<file path="src/rtl/mipi_lane_merger.sv">
// mipi_lane_merger: re-serialises deskewed multi-lane words into one byte per
// byte_clk in D-PHY lane order (lane0 first), with sop/eop framing derived
// from gaps in the input valid. A one-word hold stage tags each word with
// "last" one cycle late, and a first-word-fallthrough FIFO absorbs the LANES:1
// rate mismatch. The sink has no backpressure, so FIFO overflow drops words.
module mipi_lane_merger #(
  parameter int LANES      = 4,
  parameter int FIFO_DEPTH = 16
) (
  input  logic                             byte_clk,
  input  logic                             sys_rst_n,
  input  logic                             lanes_data_in_valid,
  input  logic [LANES*8-1:0]               lanes_data_in,
  input  logic                             err_clr,
  output logic                             data_out_valid,
  output logic [7:0]                       data_out,
  output logic                             data_out_sop,
  output logic                             data_out_eop,
  output logic [$clog2(FIFO_DEPTH+1)-1:0]  fifo_level,
  output logic                             overflow_err
);
  localparam int DW = LANES*8;
  localparam int AW = $clog2(FIFO_DEPTH);
  localparam int LW = $clog2(FIFO_DEPTH+1);
  localparam int IW = (LANES > 1) ? $clog2(LANES) : 1;
  localparam logic [IW-1:0] LAST_IDX = IW'(LANES-1);
  localparam logic [LW-1:0] FULL_LVL = LW'(FIFO_DEPTH);

  typedef enum logic {IDLE, SHIFT} state_t;

  // hold stage
  logic          hold_vld;
  logic [DW-1:0] hold_data;
  logic          push, push_last, push_ok;

  // fifo
  logic [DW:0]   mem [FIFO_DEPTH];
  logic [AW-1:0] wr_ptr, rd_ptr;
  logic          full, empty, pop;
  logic [DW:0]   head;
  logic          head_last;
  logic [DW-1:0] head_data;

  // serializer
  state_t                 state, state_nxt;
  logic [IW-1:0]          idx, idx_nxt;
  logic [LANES-1:0][7:0]  shreg;
  logic                   word_last, word_sop, first_flag;
  logic                   vld_nxt, sop_nxt, eop_nxt;
  logic [7:0]             data_nxt;

  // A word's "last" is only known once the following cycle's valid is seen.
  assign push      = hold_vld;
  assign push_last = ~lanes_data_in_valid;
  assign full      = (fifo_level == FULL_LVL);
  assign empty     = (fifo_level == '0);
  // A pop in the same cycle frees the slot, so push is still accepted when full.
  assign push_ok   = push & (~full | pop);
  assign head      = mem[rd_ptr];
  assign head_last = head[DW];
  assign head_data = head[DW-1:0];

  // Hold register: capture every valid word, release it one edge later.
  always_ff @(posedge byte_clk or negedge sys_rst_n) begin
    if (!sys_rst_n) begin
      hold_vld  <= 1'b0;
      hold_data <= '0;
    end else begin
      hold_vld <= lanes_data_in_valid;
      if (lanes_data_in_valid) hold_data <= lanes_data_in;
    end
  end

  // FIFO storage; contents are qualified by the level, so no reset needed.
  always_ff @(posedge byte_clk) begin
    if (push_ok) mem[wr_ptr] <= {push_last, hold_data};
  end

  // FIFO pointers, level and sticky overflow flag.
  always_ff @(posedge byte_clk or negedge sys_rst_n) begin
    if (!sys_rst_n) begin
      wr_ptr       <= '0;
      rd_ptr       <= '0;
      fifo_level   <= '0;
      overflow_err <= 1'b0;
    end else begin
      if (push_ok) wr_ptr <= wr_ptr + AW'(1);
      if (pop)     rd_ptr <= rd_ptr + AW'(1);
      unique case ({push_ok, pop})
        2'b10:   fifo_level <= fifo_level + LW'(1);
        2'b01:   fifo_level <= fifo_level - LW'(1);
        default: fifo_level <= fifo_level;
      endcase
      if (push && !push_ok)  overflow_err <= 1'b1;
      else if (err_clr)      overflow_err <= 1'b0;
    end
  end

  // Serializer state register, shift word and registered outputs.
  always_ff @(posedge byte_clk or negedge sys_rst_n) begin
    if (!sys_rst_n) begin
      state          <= IDLE;
      idx            <= '0;
      shreg          <= '0;
      word_last      <= 1'b0;
      word_sop       <= 1'b0;
      first_flag     <= 1'b1;
      data_out_valid <= 1'b0;
      data_out       <= '0;
      data_out_sop   <= 1'b0;
      data_out_eop   <= 1'b0;
    end else begin
      state          <= state_nxt;
      idx            <= idx_nxt;
      data_out_valid <= vld_nxt;
      data_out       <= data_nxt;
      data_out_sop   <= sop_nxt;
      data_out_eop   <= eop_nxt;
      if (pop) begin
        shreg      <= head_data;
        word_last  <= head_last;
        word_sop   <= first_flag;
        first_flag <= head_last;
      end
    end
  end

  // Next state and next outputs; the last byte of a word pops the next one so
  // its lane0 byte follows without a bubble.
  always_comb begin
    state_nxt = state;
    idx_nxt   = idx;
    pop       = 1'b0;
    vld_nxt   = 1'b0;
    data_nxt  = '0;
    sop_nxt   = 1'b0;
    eop_nxt   = 1'b0;
    unique case (state)
      IDLE: begin
        if (!empty) begin
          pop      = 1'b1;
          vld_nxt  = 1'b1;
          data_nxt = head_data[7:0];
          sop_nxt  = first_flag;
          eop_nxt  = (LANES == 1) && head_last;
          idx_nxt  = IW'(1);
          if (LANES > 1) state_nxt = SHIFT;
        end
      end
      SHIFT: begin
        vld_nxt  = 1'b1;
        data_nxt = shreg[idx];
        sop_nxt  = (idx == '0) && word_sop;
        eop_nxt  = (idx == LAST_IDX) && word_last;
        if (idx == LAST_IDX) begin
          if (!empty) begin
            pop     = 1'b1;
            idx_nxt = '0;
          end else begin
            state_nxt = IDLE;
          end
        end else begin
          idx_nxt = idx + IW'(1);
        end
      end
      default: state_nxt = IDLE;
    endcase
  end
endmodule
</file>
<file path="config.mk">
export PLATFORM = sky130hd
export DESIGN_NAME = mipi_lane_merger
export DESIGN_NICKNAME = d
export VERILOG_FILES = /design/src/rtl/mipi_lane_merger.sv
export SDC_FILE = /design/constraint.sdc
export NUM_CORES = 1
export LEC_CHECK = 0
export CELL_PAD_IN_SITES_DETAIL_PLACEMENT = 1
export CELL_PAD_IN_SITES_GLOBAL_PLACEMENT = 1
export CORE_UTILIZATION = 35
export CTS_BUF_LIST = sky130_fd_sc_hd__clkbuf_16
export DETAILED_ROUTE_END_ITERATION = 8
export PLACE_DENSITY_LB_ADDON = 0.1
export REMOVE_ABC_BUFFERS = 1
export SKIP_LAST_GASP = 1
export SYNTH_ARGS = -nofsm -noshare
export SYNTH_HDL_FRONTEND = slang
export SYNTH_SLANG_ARGS = --single-unit
</file>
<file path="constraint.sdc">
create_clock -name byte_clk -period 13 [get_ports byte_clk]
set_input_delay 1.3 -clock byte_clk [delete_from_list [all_inputs] [get_ports byte_clk]]
set_output_delay 1.3 -clock byte_clk [all_outputs]
set_load 0.05 [all_outputs]
</file>
After elaboration in Yosys (flattened, before gate mapping)
Memory sizes are Yosys's and may differ from the RTL's.
Cells that the tools add are included.
W data, S select, Z words.

operators by class
  add/sub/neg operators = 5
  multipliers = 0
  divide/modulo/power cells = 0
  order comparisons = 1
  equal/unequal tests = 6
  shift operators = 0
  mux-type cells = 22
  bitwise operators = 5
  reduce and logical (&&, ||, !) cells = 9

operators by type and width
  kind                   number
  $bmux W8 S2            1
  $mux W8                2
  $pmux W8 S2            1
  $pmux W1 S2            5
  $pmux W5 S2            1
  $add A4 B1 Y4 const B  2
  $mux W1                8
  $mux W2                3
  $add A5 B1 Y5 const B  1
  $eq A5 B5 Y1 const B   1
  $logic_not A5 Y1       1
  $sub A5 B1 Y5 const B  1
  $eq A2 B2 Y1 const B   2
  $pmux W2 S2            1
  $reduce_bool A2 Y1     2
  $logic_and A1 B1 Y1    3
  $lt A2 B3 Y1 const B   1
  $ne A3 B3 Y1 const B   1
  $not A1 Y1             3
  $add A2 B1 Y2 const B  1
  $eq A2 B1 Y1 const B   1
  $logic_not A2 Y1       1
  $ne A2 B2 Y1 const B   1
  $reduce_and A2 Y1      1
  3 further kinds        3

word-level totals
  register bits = 96
  latch bits = 0
  memory bits (writable) = 528
  ROM bits = 0
  bits of input ports = 36
  memories kept = 1

memory list
  memory  depth  bits a word  rd ports  clocked after memory_dff  wr ports  line  text
  mem     16     33           1         0                         1         37    logic [DW:0] mem [FIFO_DEPTH];

Logic depth before layout (Yosys ltp)
Gate-level depths: netlist (run 1).

  depth in word-level cells = 9
  mapped depth = 15

Worst setup path before layout (run 1)
Ideal clock, no wire load.

  path type = reg2reg
  from = register fifo_level[2]
  to = memory mem[0][0] (netlist name) (enable)
  arrival time = 4.676 ns
  data required time = 12.494 ns
  slack = 7.818 ns
  cell stages (with the launch flop) = 6
  clock period less this slack = 5.182 ns
  cells stage by stage = dfrtp_1 clkbuf_1 nor4_1 a31oi_2 inv_1 nor4_1

on the way
  cells in the longest elaborated chain, start to end = 8

RTL lines
  what                             line      text
  start: declaration               19        output logic [$clog2(FIFO_DEPTH+1)-1:0] fifo_level,
  start signal: assignment         90        2'b10: fifo_level <= fifo_level + LW'(1);
  start signal: assignment         91        2'b01: fifo_level <= fifo_level - LW'(1);
  start signal: assignment         92        default: fifo_level <= fifo_level;
  $logic_not A5 Y1                 56        assign empty = (fifo_level == '0);
  $mux W1                          140, 156
  $mux W1                          155       if (idx == LAST_IDX) begin
  $pmux W1 S2                      138       unique case (state)
  $or A1 B1 Y1 *                   58        assign push_ok = push & (~full | pop);
  $and A1 B1 Y1 *                  58
  $mux W1 *                        76        if (push_ok) mem[wr_ptr] <= {push_last, hold_data};
  $mux W1 (implied by the code) *  76
  end: declaration                 37

Every way passes the cells marked *; elsewhere a longest branch is shown, timed or not.

Worst setup path after layout (run 1)
  from = register idx[0]
  to = memory mem[11][14] (netlist name) (enable)

on the way
  cells in the longest elaborated chain, start to end = 7

RTL lines
  what                           line  text
  start: declaration             46    logic [IW-1:0] idx, idx_nxt;
  start signal: assignment       114   idx <= idx_nxt;
  $eq A2 B2 Y1                   155
  $mux W1                        155
  $pmux W1 S2                    138
  $or A1 B1 Y1                   58
  $and A1 B1 Y1                  58
  $mux W1                        76
  $mux W1 (implied by the code)  76

No other way between the ends.

==> flow_summary.ini, run 1 <==
[clocking]
htreeDepth = 3
cts.sink_count = 624
root_buffer = clkbuf_16
cts_resized = 0
clk-insertion-delay-late_ps = 600
cts_buffers = 71
post_cts_buffers = 0
clk_path_buf_depth = 3
clkTransAtPathRegs_ps = 60
hold_buffers = 0
cts_tree = built

[floorplan]
core_mm2 = 0.0675
die_w_um = 264
ios = 53
die_h_um = 264
initial_utilization_pct = 35.5
fp-row-count = 95
dieArea_mm2 = 0.0696

[timing]
fin_crit_ps = 3630
drv_slew = 0
fin_ws_ps = 9370
setup_viol = 0
finalCritPeriodShare_pct = 27.9
skew_ps = 20.5
max_freq_mhz = 276
slew_headroom_pct = 33.9
fin_setup_tns_ps = 0
hold_viol = 0
worst-slew-pin-transition_ps = 992
grt_setup_unrepaired = no

[global_routing]
gr-total-overflow = 0
grt_max_degree = 64
grt_use_total_pct = 17.4
grt_pass1_vias = 12323
grt_pass1_wl_mm = 87.2
antenna_found_initial = 2

[finish]
layout_common_cells = 528 x edfxtp_1, 136 x mux4_2, 92 x dfrtp_1, 76 x clkbuf_16, 63 x mux2_2
fin_area_mm2 = 0.0280
drive_gt1_share_pct = 28.1
layout_commonest_cell = edfxtp_1
fin_nets = 1263
utilization_pct = 41.4
instances_no_fill = 2149
synthToLayoutAreaGrowth_pct = 16.6
diodes = 0
n_fill_cell = 6327

[logic_synthesis]
ys_ff_latch = 624
netlist.area_leader.share_pct = 66.1
synth_edf_count = 528
synthDistinctLibCells = 49
synth_area_mm2 = 0.0240
netlist_top_cells_area = edfxtp_1 66%, mux4_2 13%, dfrtp_1 9.9%
yosysSeqAreaShare_pct = 76.1
ys.warnings.count = 0
synthCells = 1127
synth-main-ff-cell = edfxtp_1
yosysTopAreaCell = edfxtp_1
async_flop_share_pct = 15.4
syn_avg_cell_area_um2 = 21.3

[pwr]
power.internal_mw = 4.47
seqPwrFrac_pct = 42.3
power_density_mw_per_mm2 = 231
p_leak_nw = 9.20
peakVddDrop_uv = 109
netSwitchingPower_mw = 1.98
sw_frac_of_total_pct = 30.7
power_frac_clock_pct = 31.2
combPwrFrac_pct = 26.5

[placed_design]
dpl.cell_count = 2017
hpwlAfterDp_mm = 31.8
placedInstanceArea_mm2 = 0.0256
port_buffers = 52
place_ws_ps = 9310
gp_congestion = 0.728

[setup_path]
r2r_cells = 7
required_ps = 13260
start_kind = flop
criticalPathCategory = flop to flop
critical_path.max_fanout = 18
arrival_ps = 3890
end_kind = flop

[hold_path]
holdPathStages = 2
hold_class = flop to flop

[detailed_routing]
drc = 0
wl_per_cell_um = 27.3
firstDrtPassIters = 4
drtAntennaViolNets = 0
vias_per_cell = 5.24
wl_mm = 58.7
vias = 11252
drt_iter0_drc = 649

[run_status]
status = finished clean

[job]
cap_violations = 0
==> state kept, by name, indices dropped and copies added, names as in the netlist, 2 cells and up <==
register	cells
data_out	8
rd_ptr	4
shreg	32
hold_data	32
wr_ptr	4
fifo_level	5
idx	2
mem	528
==> layer usage <==
| layer | track usage, % | vias up | wire, µm |
|---|---|---|---|
| li1 | - | 4848 | - |
| met5 | 0 | - | 8 |
| met1 | 24.9 | 6115 | 27100 |
| met2 | 27.4 | 213 | 27800 |
| met3 | 2.72 | 74 | 2720 |
| met4 | 5.12 | 2 | 1110 |
==> worst max-delay path: stages, from the launching register on <==
cell	delay, ps
dfrtp_1	750
ha_1	370
nor2b_1	100
a31oi_2	390
inv_1	250
nor3b_1	380
and2_2	610
buf_4	410
==> per-stage QoR <==
step	power (mW)	hold slack, ps
floorplan	3.99	445
global placement	4.51	470
detailed placement	4.54	477
CTS	6.57	489
global route	6.76	516
finish	6.45	492
==> cells by family after synthesis <==
family	Yosys count	share of synthesized area, %
multiplexers	230	17.1
adder cells (fa/ha/maj)	10	0.522
XOR/XNOR	13	0.475
AO/OA/AOI/OAI	104	2.80
flip-flops	624	76.1
buffers and inverters	83	1.61
AND/OR/NAND/NOR	63	1.40
==> layout make-up <==
class | instances | area (µm²) | share of cell area [%]
Sequential cell | 624 | 18300 | 65.3
Multi-Input combinational cell | 420 | 5420 | 19.4
Inverter | 17 | 66.3 | 0.237
Timing Repair Buffer | 83 | 749 | 2.68
Clock inverter | 56 | 464 | 1.66
Clock buffer | 76 | 1900 | 6.80
Tap cell | 873 | 1090 | 3.91
==> cell usage after synthesis (3+ instances only) <==
cell      number
xnor2_1        8
inv_1         16
xor2_1         5
o21ai_0        6
nor4_1         5
nand3_1        5
ha_1          10
nor2b_1        4
nand2_1       15
a21oi_1       28
mux4_2       136
a22o_1         8
edfxtp_1     528
buf_2         24
nor2_1         9
nand2b_1       4
mux2i_1       28
o22ai_1       48
buf_6          5
mux2_2        63
nor3_1         6
mux2_4         3
dfrtp_1       95
clkbuf_1      28
buf_1          8
and2_1         4
==> path summary, 6_finish.rpt <==
kind	start	to	slack, ps
min	word_sop	word_sop	490
min in group asynchronous	sys_rst_n	hold_data[6]	710
max	idx[0]	mem[11][14]	9370
max in group asynchronous	sys_rst_n	rd_ptr[2]	11050
min reg2reg	word_sop	word_sop	490
max reg2reg	idx[0]	mem[11][14]	9370
==> power by group through the flow <==
stage | clock, mW | combinational, mW | sequential [mW]
after floorplan | 0 | 1.11 | 2.88
after global placement | 0 | 1.74 | 2.77
after detailed placement | 0 | 1.76 | 2.78
after CTS | 2.07 | 1.76 | 2.74
after global routing | 2.14 | 1.85 | 2.77
final | 2.01 | 1.71 | 2.73
(Power assumes the default switching activity.)
==> inputs of run 2 (changes only) <==
clock period = 3.5 ns   (was 13 ns; I/O delays follow)
==> run 2 against run 1 <==
  * Sequential share of layout area decreased by 0.78 points
  * Register-to-register slack got worse by 8800 ps
  * Cell area is 1.2% higher
  * First-iteration DRC count fell by 6.8%
==> flow_summary.ini, run 2 (synthesized netlist as in run 1, its figures left out) <==
[finish]
drive_gt1_share_pct = 29.5
utilization_pct = 41.9
layout_common_cells = 528 x edfxtp_1, 136 x mux4_2, 92 x dfrtp_1, 75 x clkbuf_16, 63 x mux2_2
diodes = 0
top_regs = mem (528), hold_data (32), shreg (32)
regMostFlops = mem
synthToLayoutAreaGrowth_pct = 18.0
n_fill_cell = 6294
fin_nets = 1283
layout_commonest_cell = edfxtp_1
largest_reg_flops = 528

[setup_path]
criticalPathCategory = flop to flop
crit_family = simple AND/OR/NAND/NOR gates
crit_chain = or4_4 > o21ai_4 > inv_4 > buf_4 > ha_1 > xor2_1 > a22oi_1 > a21oi_1 > xor2_1
setup.reg_to_reg.worst_slack_ps = 530
crit_path_frequent_cell = xor2_1
slowest_delay_ps = 640
slowest_stage = or4_4
start_kind = flop
startpoint = fifo_level[1]
r2r-start = fifo_level[1]
end_kind = flop
required_ps = 4000
r2r-end = fifo_level[3]
r2r_cells = 9
endpoint = fifo_level[3]
critical_path.max_fanout = 62
crit_buf_inv = 2
cp.depth = 9
arrival_ps = 3470

[timing]
setup_viol = 0
hold_viol = 0
max_freq_mhz = 337
grt_setup_unrepaired = no
skew_ps = 27.4
slew_headroom_pct = 31.6
finalCritPeriodShare_pct = 84.7
drv_slew = 0
worst-slew-pin-transition_ps = 1020
fin_ws_ps = 535
fin_crit_ps = 2970

[global_routing]
grt_pass1_vias = 12357
antenna_found_initial = 0
gr-total-overflow = 0
grt_max_degree = 67
grt_pass1_wl_mm = 88.2
grt_use_total_pct = 17.8

[floorplan]
ios = 53
fp-row-count = 95
dieArea_mm2 = 0.0696
core_mm2 = 0.0675
die_w_um = 264
initial_utilization_pct = 35.5
die_h_um = 264

[detailed_routing]
wl_mm = 60.2
drtAntennaViolNets = 0
drt_iter0_drc = 605
vias_per_cell = 5.29
drc = 0
wl_per_cell_um = 27.8
vias = 11467
firstDrtPassIters = 7

[placed_design]
place_ws_ps = 555
hpwlAfterDp_mm = 31.7
gp_congestion = 0.696
port_buffers = 52

[clocking]
htreeDepth = 3
clk_path_buf_depth = 3
clk-insertion-delay-late_ps = 610
clkTransAtPathRegs_ps = 60
cts_buffers = 71
post_cts_buffers = 0
cts.sink_count = 624
root_buffer = clkbuf_16
cts_tree = built

[pwr]
power_frac_clock_pct = 30.1
p_leak_nw = 9.34
netSwitchingPower_mw = 7.38
power.internal_mw = 16.7
seqPwrFrac_pct = 41.6
combPwrFrac_pct = 28.3
power_density_mw_per_mm2 = 850
sw_frac_of_total_pct = 30.7
p_total_mw = 24.1
peakVddDrop_uv = 450

[hold_path]
hold_class = primary input to flop

[run_status]
status = finished clean

[job]
cap_violations = 0
## run 2: timing repair
| item | 4_1_cts | 5_1_grt |
|---|---|---|
| hold endpoints to repair | 63 | 0 |
| hold buffers | 1 | 0 |
| gates resized for setup | 0 | 0 |
## run 2: layout make-up
cell class | count | area, µm² | area share [%]
clock inverters | 55 | 413 | 1.46
well taps | 873 | 1090 | 3.86
inverters | 17 | 66.3 | 0.234
multi-input cells | 420 | 5420 | 19.2
clock buffers | 75 | 1880 | 6.63
repair buffers | 103 | 1160 | 4.12
flip-flops and latches | 624 | 18300 | 64.5
## run 2: how the worst min path moves through the flow
stage	depth (start not counted)	slack, ps	startpoint	end
after floorplan	0	50	sys_rst_n	data_out[0]
after global placement	2	460	word_sop	word_sop
after detailed placement	1	480	sys_rst_n	hold_data[7]
after CTS	1	200	lanes_data_in_valid	hold_vld
after global routing	1	220	lanes_data_in_valid	hold_vld
final	1	220	lanes_data_in_valid	hold_vld
## run 2: routing by layer
layer	GRT usage [%]	share of wire [%]	vias up
met1	24.8	47	6315
met3	2.92	3.5	63
met5	0	0	-
li1	-	-	4883
met2	29.0	48	206
met4	4.90	1.6	0
## run 2: power groups by stage
stage / registers [mW] / clock network, mW / logic (mW)
detailed placement: 10.2 / 0 / 6.98
CTS: 10.0 / 7.48 / 7.01
finish: 10.0 / 7.25 / 6.80
floorplan: 10.6 / 0 / 3.82
global route: 10.1 / 7.74 / 7.32
global placement: 10.1 / 0 / 6.94
## run 2: stage by stage
stage / cells / setup TNS [ps] / area, µm² / hold slack [ps]
5_1_grt: 2167 / 0 / 28300 / 221
6_report: 2167 / 0 / 28300 / 217
3_5_place_dp: 2036 / 0 / 26000 / 480
2_1_floorplan: 1061 / -431350 / 23700 / 54.4
3_3_place_gp: 2036 / 0 / 26000 / 461
4_1_cts: 2167 / 0 / 28300 / 204
==> inputs of run 3 (changes only) <==
clock period = 2.8 ns   (was 3.5 ns; I/O delays follow)
==> run 3 against run 2 <==
  * Worst setup slack worse by 300 ps
  * Via count is 0.41% higher
  * Sequential power is 24% higher
  * Fmax is 16% higher
==> flow_summary.ini, run 3 (synthesized netlist as in run 1, its figures left out) <==
[run_status]
status = finished clean

[job]
cap_violations = 0

[floorplan]
die_w_um = 264
ios = 53
dieArea_mm2 = 0.0696
core_mm2 = 0.0675
die_h_um = 264
fp-row-count = 95
initial_utilization_pct = 35.5

[detailed_routing]
wl_mm = 60.4
vias = 11514
drt_iter0_drc = 716
vias_per_cell = 5.25
firstDrtPassIters = 4
drtAntennaViolNets = 0
drc = 0
wl_per_cell_um = 27.6

[pwr]
power_density_mw_per_mm2 = 1060
power.internal_mw = 20.7
netSwitchingPower_mw = 9.33
seqPwrFrac_pct = 41.4
p_leak_nw = 9.48
power_frac_clock_pct = 29.0
peakVddDrop_uv = 483
combPwrFrac_pct = 29.6
sw_frac_of_total_pct = 31.1

[timing]
fin_ws_ps = 234
fin_crit_ps = 2570
slew_headroom_pct = 20.9
drv_slew = 0
setup_viol = 0
hold_viol = 0
skew_ps = 21.0
worst-slew-pin-transition_ps = 1180
finalCritPeriodShare_pct = 91.7
grt_setup_unrepaired = no
max_freq_mhz = 390

[clocking]
cts_tree = built
clkTransAtPathRegs_ps = 50
root_buffer = clkbuf_16
cts_buffers = 70
cts.sink_count = 624
post_cts_buffers = 0
htreeDepth = 3
clk_path_buf_depth = 3
clk-insertion-delay-late_ps = 600

[finish]
utilization_pct = 42.1
synthToLayoutAreaGrowth_pct = 18.6
regMostFlops = mem
fin_area_mm2 = 0.0285
fin_nets = 1309
n_fill_cell = 6303
layout_common_cells = 528 x edfxtp_1, 136 x mux4_2, 92 x dfrtp_1, 73 x clkbuf_16, 63 x mux2_2
top_regs = mem (528), hold_data (32), shreg (32)
drive_gt1_share_pct = 30.4
layout_commonest_cell = edfxtp_1
diodes = 0
largest_reg_flops = 528

[placed_design]
gp_congestion = 0.727
port_buffers = 52
place_ws_ps = 134
hpwlAfterDp_mm = 34.5
placedInstanceArea_mm2 = 0.0262

[global_routing]
gr-total-overflow = 0
grt_max_degree = 62
grt_pass1_wl_mm = 89.3
antenna_found_initial = 1
grt_pass1_vias = 12542
grt_use_total_pct = 17.9

[hold_path]
hold_class = primary input to asynchronous set/reset pin

[setup_path]
arrival_ps = 3030
r2r-start = fifo_level[0]
setup.reg_to_reg.worst_slack_ps = 230
criticalPathCategory = flop to flop
r2r_cells = 10
required_ps = 3270
start_kind = flop
critical_path.max_fanout = 7
end_kind = flop
r2r-end = fifo_level[2]
run 3: layout make-up:
cell class	count	area [µm²]	area share (%)
Clock buffer	73	1830	6.42
Clock inverter	56	365	1.28
Inverter	17	66.3	0.233
Multi-Input combinational cell	420	5430	19.1
Sequential cell	624	18300	64.2
Tap cell	873	1090	3.84
Timing Repair Buffer	130	1410	4.94
run 3: layer usage:
layer,global-route usage (%),vias up,part of all wire (%)
met3,2.91,79,3.4
li1,-,4931,-
met1,25.5,6288,47
met4,4.38,0,1.8
met2,28.6,216,48
met5,0,-,0
run 3: worst max-delay path by stage:
stage                  startpoint       endpoint  depth (start not counted)
finish              fifo_level[0]  fifo_level[2]                         10
CTS                 fifo_level[0]     mem[5][20]                          6
global placement           idx[0]      mem[5][1]                          7
global route        fifo_level[0]  fifo_level[3]                         10
floorplan               rd_ptr[2]       shreg[4]                          4
detailed placement  fifo_level[0]      mem[5][0]                          6
run 3: stage by stage:
step                setup TNS [ps]  hold WS, ps  cells  power [mW]
CTS                              0          234   2193        30.6
floorplan                  -749980        -15.6   1061        17.7
global placement                 0          299   2063        21.6
global route                     0          237   2193        31.5
finish                           0          235   2193        30.0
detailed placement               0          320   2063        21.7
run 3: power by group through the flow:
stage | sequential (mW) | combinational (mW) | clock [mW]
3_5_place_dp | 12.7 | 9.09 | 0
6_report | 12.4 | 8.89 | 8.70
4_1_cts | 12.5 | 9.11 | 8.99
2_1_floorplan | 13.2 | 4.52 | 0
5_1_grt | 12.6 | 9.57 | 9.31
3_3_place_gp | 12.6 | 9.03 | 0
run 3: critical path, stage by stage, from the launching register on:
cell and delay (ps):
dfrtp_1 470, or4_4 620, o21ai_4 190, inv_4 50, ha_1 200, xor2_1 150, ha_1 210, a21oi_1 190
xor2_1 170, nor2_1 70, xor2_1 140
run 3: what timing repair did:
action,in CTS,in global routing
hold buffers,1,0
hold endpoints to repair,45,0
setup endpoints to repair,0,3
gates resized for setup,0,1
